File: src/rtl/wb_write_arbiter.sv
`default_nettype none
// +-----------------------------------------------------------------------------+
// | Module  : wb_write_arbiter                                                  |
// | Brief   : Register-file write-port arbiter: pipeline writeback has priority,|
// |           multi-cycle results are queued and drained into idle cycles.     |
// | Revision: 1.0                                                               |
// +-----------------------------------------------------------------------------+
module wb_write_arbiter #(
  parameter int DEPTH        = 4,
  parameter int STARVE_LIMIT = 8
) (
  input  logic        clk,
  input  logic        rst,
  input  logic        i_pipe_valid,
  input  logic [4:0]  i_pipe_reg,
  input  logic [31:0] i_pipe_data,
  input  logic        i_aux_valid,
  output logic        o_aux_ready,
  input  logic [4:0]  i_aux_reg,
  input  logic [31:0] i_aux_data,
  input  logic [4:0]  i_query_reg1,
  input  logic [4:0]  i_query_reg2,
  output logic        o_pending1,
  output logic        o_pending2,
  output logic        o_stall_req,
  output logic        o_reg_write,
  output logic [4:0]  o_write_reg,
  output logic [31:0] o_write_data,
  output logic        o_overrun
);

  localparam int c_AW = $clog2(DEPTH);
  localparam int c_CW = c_AW + 1;
  localparam int c_SW = $clog2(STARVE_LIMIT + 1);
  localparam logic [c_CW-1:0] c_FULL  = c_CW'(DEPTH);
  localparam logic [c_SW-1:0] c_LIMIT = c_SW'(STARVE_LIMIT);

  logic [4:0]      r_fifo_reg  [DEPTH];
  logic [31:0]     r_fifo_data [DEPTH];
  logic [c_AW-1:0] r_wr_ptr;
  logic [c_AW-1:0] r_rd_ptr;
  logic [c_CW-1:0] r_count;
  logic [c_SW-1:0] r_starve;
  logic            r_stall;
  logic            r_overrun;
  logic            r_reg_write;
  logic [4:0]      r_write_reg;
  logic [31:0]     r_write_data;

  logic            w_empty;
  logic            w_push;
  logic            w_pop;
  logic [c_SW-1:0] w_starve_nxt;
  logic [DEPTH-1:0] w_hit1;
  logic [DEPTH-1:0] w_hit2;

  assign o_aux_ready = (r_count != c_FULL);
  assign w_empty     = (r_count == '0);
  assign w_push      = i_aux_valid && o_aux_ready;
  // Pop decision uses the registered count, so a just-pushed entry waits one edge.
  assign w_pop       = !i_pipe_valid && !w_empty;

  always_ff @(posedge clk) begin
    if (w_push) begin
      r_fifo_reg[r_wr_ptr]  <= i_aux_reg;
      r_fifo_data[r_wr_ptr] <= i_aux_data;
    end
  end

  always_ff @(posedge clk or posedge rst) begin
    if (rst) begin
      r_wr_ptr <= '0;
      r_rd_ptr <= '0;
      r_count  <= '0;
    end else begin
      if (w_push) r_wr_ptr <= r_wr_ptr + c_AW'(1);
      if (w_pop)  r_rd_ptr <= r_rd_ptr + c_AW'(1);
      if (w_push && !w_pop)      r_count <= r_count + c_CW'(1);
      else if (!w_push && w_pop) r_count <= r_count - c_CW'(1);
    end
  end

  // Write stage: register 0 targets are consumed but never enable the write.
  always_ff @(posedge clk or posedge rst) begin
    if (rst) begin
      r_reg_write  <= 1'b0;
      r_write_reg  <= '0;
      r_write_data <= '0;
    end else if (i_pipe_valid) begin
      r_reg_write  <= (i_pipe_reg != 5'd0);
      r_write_reg  <= i_pipe_reg;
      r_write_data <= i_pipe_data;
    end else if (w_pop) begin
      r_reg_write  <= (r_fifo_reg[r_rd_ptr] != 5'd0);
      r_write_reg  <= r_fifo_reg[r_rd_ptr];
      r_write_data <= r_fifo_data[r_rd_ptr];
    end else begin
      r_reg_write  <= 1'b0;
    end
  end

  always_comb begin
    w_starve_nxt = r_starve;
    if (w_pop || w_empty)
      w_starve_nxt = '0;
    else if (i_pipe_valid && (r_starve != c_LIMIT))
      w_starve_nxt = r_starve + c_SW'(1);
  end

  always_ff @(posedge clk or posedge rst) begin
    if (rst) begin
      r_starve  <= '0;
      r_stall   <= 1'b0;
      r_overrun <= 1'b0;
    end else begin
      r_starve <= w_starve_nxt;
      if (w_pop)
        r_stall <= 1'b0;
      else if (w_starve_nxt == c_LIMIT)
        r_stall <= 1'b1;
      if (i_pipe_valid && r_stall)
        r_overrun <= 1'b1;
    end
  end

  // A slot is live when its distance from the read pointer is below the count.
  generate
    for (genvar gi = 0; gi < DEPTH; gi++) begin : g_slot
      logic [c_AW-1:0] w_offset;
      logic            w_live;
      assign w_offset   = c_AW'(gi) - r_rd_ptr;
      assign w_live     = ({1'b0, w_offset} < r_count);
      assign w_hit1[gi] = w_live && (r_fifo_reg[gi] == i_query_reg1);
      assign w_hit2[gi] = w_live && (r_fifo_reg[gi] == i_query_reg2);
    end
  endgenerate

  assign o_pending1   = (|w_hit1) && (i_query_reg1 != 5'd0);
  assign o_pending2   = (|w_hit2) && (i_query_reg2 != 5'd0);
  assign o_stall_req  = r_stall;
  assign o_overrun    = r_overrun;
  assign o_reg_write  = r_reg_write;
  assign o_write_reg  = r_write_reg;
  assign o_write_data = r_write_data;

endmodule
`default_nettype wire

File: config.mk
export PLATFORM = sky130hd
export DESIGN_NAME = wb_write_arbiter
export DESIGN_NICKNAME = d
export VERILOG_FILES = /design/src/rtl/wb_write_arbiter.sv
export SDC_FILE = /design/constraint.sdc
export NUM_CORES = 1
export LEC_CHECK = 0
export BUFFER_PORTS_ARGS = -buffer_cell sky130_fd_sc_hd__clkbuf_2
export CAP_MARGIN = 20
export CORE_ASPECT_RATIO = 0.6
export CORE_MARGIN = 5
export CORE_UTILIZATION = 55
export CTS_CLUSTER_SIZE = 10
export DETAILED_ROUTE_END_ITERATION = 8
export PLACE_DENSITY = 0.81
export SYNTH_ARGS = -nofsm -noshare
export SYNTH_HDL_FRONTEND = slang
export SYNTH_SLANG_ARGS = --single-unit
File: constraint.sdc
create_clock -name clk -period 5.13 [get_ports clk]
set_clock_uncertainty 0.05 [all_clocks]
set_input_delay 1.2825 -clock clk [delete_from_list [all_inputs] [get_ports clk]]
set_output_delay 1.2825 -clock clk [all_outputs]
set_load 0.02 [all_outputs]
Word level (Yosys, flattened, before mapping). Memories as Yosys holds them, arrays and structs flattened. Cells that the tools add are included.

Output and inout bits: 43. Memories kept: 2. Word-level logic and storage cells: 80. Bits in writable memories: 148. Bits in registers: 51. Input port bits: 88.

Reductions and logical operators: 31. $lt $le $gt $ge: 4. Add/sub/neg operators: 9. Muxes and demuxes: 14. Equality and inequality tests: 11.

Memories: r_fifo_data (depth 4, width 32, rd ports 1, clocked after Yosys merged registers in 0, wr ports 1, line 39) `logic [31:0] r_fifo_data [DEPTH];`; r_fifo_reg (depth 4, width 5, rd ports 5, clocked after Yosys merged registers in 0, wr ports 1, line 38) `logic [4:0] r_fifo_reg [DEPTH];`.

Operators by type and width (number): 2-to-1 mux 32 bit (2); equality test 5 bit (8); nonzero test 5 bit (4); logical AND 1 bit (16); < comparator 2 x 3 -> 1 bit (4); 2-to-1 mux 5 bit (2); 2-to-1 mux 4 bit (2); OR reduction 4 bit (2); 2-to-1 mux 1 bit (6); 2-to-1 mux 3 bit (2); nonzero test 2 bit (3); adder 2 x 1 -> 2 bit (second input constant) (2); adder 4 x 1 -> 4 bit (second input constant) (1); equality test 4 bit (second input constant) (1); zero test 1 bit (4); inequality test 4 bit (second input constant) (1); subtractor 1 x 2 -> 2 bit (first input constant) (2); subtractor 2 bit (first input constant) (2); adder 3 x 1 -> 3 bit (second input constant) (1); zero test 3 bit (1); inequality test 3 bit (second input constant) (1); subtractor 3 x 1 -> 3 bit (second input constant) (1); logical OR 1 bit (1).

Longest topological paths before layout.
Word-level depth: 8. Depth in mapped cells: 11. Depth with buffers taken out: 9.

Worst setup path after synthesis. OpenSTA, ideal clock, no wires.

Kind: input port to output port. Start: in i_query_reg2[4]. End: out o_pending2. Stages: 6. Arrival time: 2.408 ns. Buffers on the path: 1. Setup slack: 1.390 ns. Cell sequence: clkbuf_1 -> xnor2_1 -> nand3_1 -> nor4_1 -> nor4_1 -> a21oi_1.

Word-level cells in the longest chain between the ends: 4.

Ends and longest elaborated chain: start, declared (line 22) `input logic [4:0] i_query_reg2,`; equality test 5 bit (line 134) `assign w_hit2[gi] = w_live && (r_fifo_reg[gi] == i_query_reg2);`; logical AND 1 bit (line 134); OR reduction 4 bit (line 139) `assign o_pending2 = (|w_hit2) && (i_query_reg2 != 5'd0);`; logical AND 1 bit * (line 139); end, declared (line 24) `output logic o_pending2,`.

Every way passes the cells marked *; elsewhere a longest branch is shown, timed or not.

Worst setup path after layout.
Start: reg r_rd_ptr[1]. End: out o_pending1.

Word-level cells in the longest chain between the ends: 5.

Ends and longest elaborated chain: start, declared (line 41) `logic [c_AW-1:0] r_rd_ptr;`; start signal, assigned (line 77) `if (w_pop) r_rd_ptr <= r_rd_ptr + c_AW'(1);`; subtractor 1 x 2 -> 2 bit / subtractor 2 bit (equally long branches) (line 131) `assign w_offset = c_AW'(gi) - r_rd_ptr;`; < comparator 2 x 3 -> 1 bit (line 132) `assign w_live = ({1'b0, w_offset} < r_count);`; logical AND 1 bit (line 133) `assign w_hit1[gi] = w_live && (r_fifo_reg[gi] == i_query_reg1);`; OR reduction 4 bit * (line 138) `assign o_pending1 = (|w_hit1) && (i_query_reg1 != 5'd0);`; logical AND 1 bit * (line 138); end, declared (line 23) `output logic o_pending1,`.

Marks and branches as above.

==> results.sh <==
export IMPL_finalSetupTns_ps=0
export IMPL_synth_edf_count=148
export IMPL_wl_per_cell_um=20.5
export IMPL_muxShareOfSynthArea_pct=14.7
export IMPL_numCtsBuffers=17
export IMPL_post_dp_cell_area_mm2=0.00923
export IMPL_cts_sinks=199
export IMPL_cap_violations=0
export IMPL_drt_wl_total_mm=17.6
export IMPL_synth_xor_area_share_pct=5.09
export IMPL_cp_common_cell="nor4_1"
export IMPL_vias=4850
export IMPL_cts_root_buf="clkbuf_16"
export IMPL_min_from="o_overrun$_DFFE_PP0P_"
export IMPL_timing_fmax_ghz=0.229
export IMPL_post_route_util_pct=64.7
export IMPL_p_total_w=0.00539
export IMPL_worst_pin_slew_ps=1060
export IMPL_crit_type="register to primary output"
export IMPL_yosysSeqAreaShare_pct=67.9
export IMPL_clk_latency_ps=430
export IMPL_dp_slack_ps=1200
export IMPL_p_per_area_mw_per_mm2=548
export IMPL_cts_hold_buf=0
export IMPL_clk_path_buf_depth=2
export IMPL_ios=131
export IMPL_fillers=1063
export IMPL_core_mm2=0.0152
export IMPL_min_path_type="register to register"
export IMPL_gp_congestion=0.938
export IMPL_finalSetupViolCount=0
export IMPL_final_hold_violation_count=0
export IMPL_slew_headroom_pct=29.6
export IMPL_synth_nets=623
export IMPL_grt_overflow=0
export IMPL_synth_compound_area_share_pct=3.31
export IMPL_antenna_found_initial=0
export IMPL_grt_pass1_vias=5079
export IMPL_firstDrtPassIters=5
export IMPL_grt_pass1_wl_mm=28.0
export IMPL_largest_reg_flops=128
export IMPL_ys_types=34
export IMPL_rsz0062_at_grt="false"
export IMPL_maxSlewViolCount=0
export IMPL_avgSynthCellArea_um2=16.1
export IMPL_drc=0
export IMPL_layout_drive_gt1_share_pct=32.5
export IMPL_hpwl_mm=11.5
export IMPL_fin_crit_ps=4370
export IMPL_vias_per_cell=5.65
export IMPL_yosysTopAreaCell="edfxtp_1"
export IMPL_yosys_area_share_simple_pct=4.96
export IMPL_synth_cell_area_mm2=0.00843
export IMPL_synth_fa_ha_area_share_pct=1.87
export IMPL_yosysTopAreaCellShare_pct=52.7
export IMPL_cts_repair_resized=0
export IMPL_grt_usage_pct=20.7
export IMPL_crit_fanout=41
export IMPL_port_buffers=130
export IMPL_diodes=0
export IMPL_die_width_um=170
export IMPL_timing_reg2reg_setup_slack_ps=2230
export IMPL_syn2layout_area_growth_pct=16.6
export IMPL_post_cts_buffers=0
export IMPL_yosysWarningCount=0
export IMPL_ys_seq_elements=199
export IMPL_die_area_mm2=0.0180
export IMPL_synth_common_cells="edfxtp_1, dfrtp_1, nand2_1, mux2i_1, o21ai_1"
export IMPL_fin_nets=744
export IMPL_htreeDepth=4
export IMPL_ys_flop_type="edfxtp_1"
export IMPL_setup_slack_ps=763
export IMPL_rows=35
export IMPL_start_util_pct=55.4
export IMPL_ir_worst_vdd_mv=0.270
export IMPL_r2r_cells=10
export IMPL_fin_area_mm2=0.00983
export IMPL_holdPathEnd="o_overrun$_DFFE_PP0P_"
export IMPL_cts_tree="done"
export IMPL_reg2reg_from="r_count[0]$_DFFE_PP0P_"
export IMPL_status="finished, final reports clean"
export IMPL_slowest_delay_ps=1060
export IMPL_drtAntennaViolNets=0
export IMPL_path_clk_slew_ps=70
export IMPL_cp_cell_sequence="xor2_1, inv_1, ha_1, nand2b_1, o22ai_1, nor4_1, nor4_1, a21oi_1, clkbuf_2"
export IMPL_cp_slowest_cell="dfrtp_2"
export IMPL_required_ps=3800
export IMPL_grt_max_degree=78
export IMPL_ys_async_sr_fraction_pct=25.6
export IMPL_drtIter0Drc=364
export IMPL_yosys_top_cells_area="edfxtp_1, dfrtp_1, mux4_2"
export IMPL_synth_top_family_by_area="multiplexers"
export IMPL_r2r_end="r_count[2]$_DFFE_PP0P_"
export IMPL_worstHoldPathCells=1
export IMPL_end_kind="primary output"
export IMPL_cp_arrival_ps=3030
export IMPL_min_period_over_period_pct=85.1
export IMPL_yosysMostFrequentCell="edfxtp_1"
export IMPL_worst_setup_path_start_kind="register"
export IMPL_die_h_um=106
export IMPL_netlist_instances=523
export IMPL_leakage_nw=3.71
## routing by layer
metal / share of wire (%) / up-vias / GRT usage [%] / wire [um]
met3: 10 / 21 / 6.63 / 1760
met4: 0.82 / 0 / 5.00 / 144
met2: 46 / 227 / 30.8 / 8070
met5: 0 / - / 0 / 0
li1: - / 2194 / - / -
met1: 43 / 2408 / 29.9 / 7650
## worst max-delay path: cells and delay by family, from the launching register on
kind	cells	cell delay (ps)
flops	1	1060
simple gates	3	490
compound gates	2	290
xor+xnor	1	270
fa+ha+maj	1	270
buf+inv	2	240
## metrics by stage
stage / instances / hold WS, ps
after detailed placement: 828 / 393
after global routing: 859 / 472
after floorplan: 523 / 470
after global placement: 828 / 394
after CTS: 859 / 410
final: 859 / 408
## cells in the final DEF, fill, tap and decap left out, types with 2 or more instances in the layout
master,n
nor4_1,10
nor3_1,2
clkinv_4,3
o21ai_0,3
nor2b_1,2
buf_4,4
nand2_1,42
dfrtp_1,49
mux4_2,37
mux2i_1,39
xor2_1,21
nand2b_1,4
or4_1,2
clkbuf_2,130
clkinvlp_4,3
clkbuf_16,17
xnor2_1,28
o21ba_2,2
edfxtp_1,148
bufinv_16,2
dfrtp_2,2
o22ai_1,2
a21oi_1,4
o21ai_1,38
and3_2,4
nand3_1,10
ha_1,11
inv_6,2
inv_1,11
nor2_1,11
inv_8,2
## how the worst max path moves through the flow
stage / startpoint / to / cells after the start
6_report: r_rd_ptr[1]$_DFFE_PP0P_ / o_pending1 / 9
5_1_grt: r_rd_ptr[1]$_DFFE_PP0P_ / o_pending1 / 9
3_3_place_gp: r_rd_ptr[1]$_DFFE_PP0P_ / o_pending2 / 8
4_1_cts: r_rd_ptr[1]$_DFFE_PP0P_ / o_pending2 / 8
2_1_floorplan: i_query_reg2[4] / o_pending2 / 6
3_5_place_dp: r_rd_ptr[1]$_DFFE_PP0P_ / o_pending2 / 8
## cell type report
class | count | area [um^2] | share of cell area [%]
timing repair buffer | 134 | 681 | 6.93
clock buffer | 17 | 425 | 4.33
sequential | 199 | 5720 | 58.2
inverter | 12 | 45.0 | 0.458
multi-input combinational | 280 | 2530 | 25.7
clock inverter | 14 | 170 | 1.73
tap | 203 | 254 | 2.58
## logic make-up (layout without fill, tap and decap cells)
kind of cell	after synthesis	count (layout)
flip-flops	199	199
adder cells (fa/ha/maj)	12	12
AO/OA/AOI/OAI	52	52
buffers and inverters	44	177
XOR/XNOR	49	49
multiplexers	77	77
AND/OR/NAND/NOR	90	90
## report_power, final
group / switching [W] / internal, W
Clock: 0.000607 / 0.000731
Combinational: 0.000913 / 0.000742
Sequential: 0.000253 / 0.00214
Total: 0.00177 / 0.00362
Note: power is estimated with default switching activity, not from simulation.
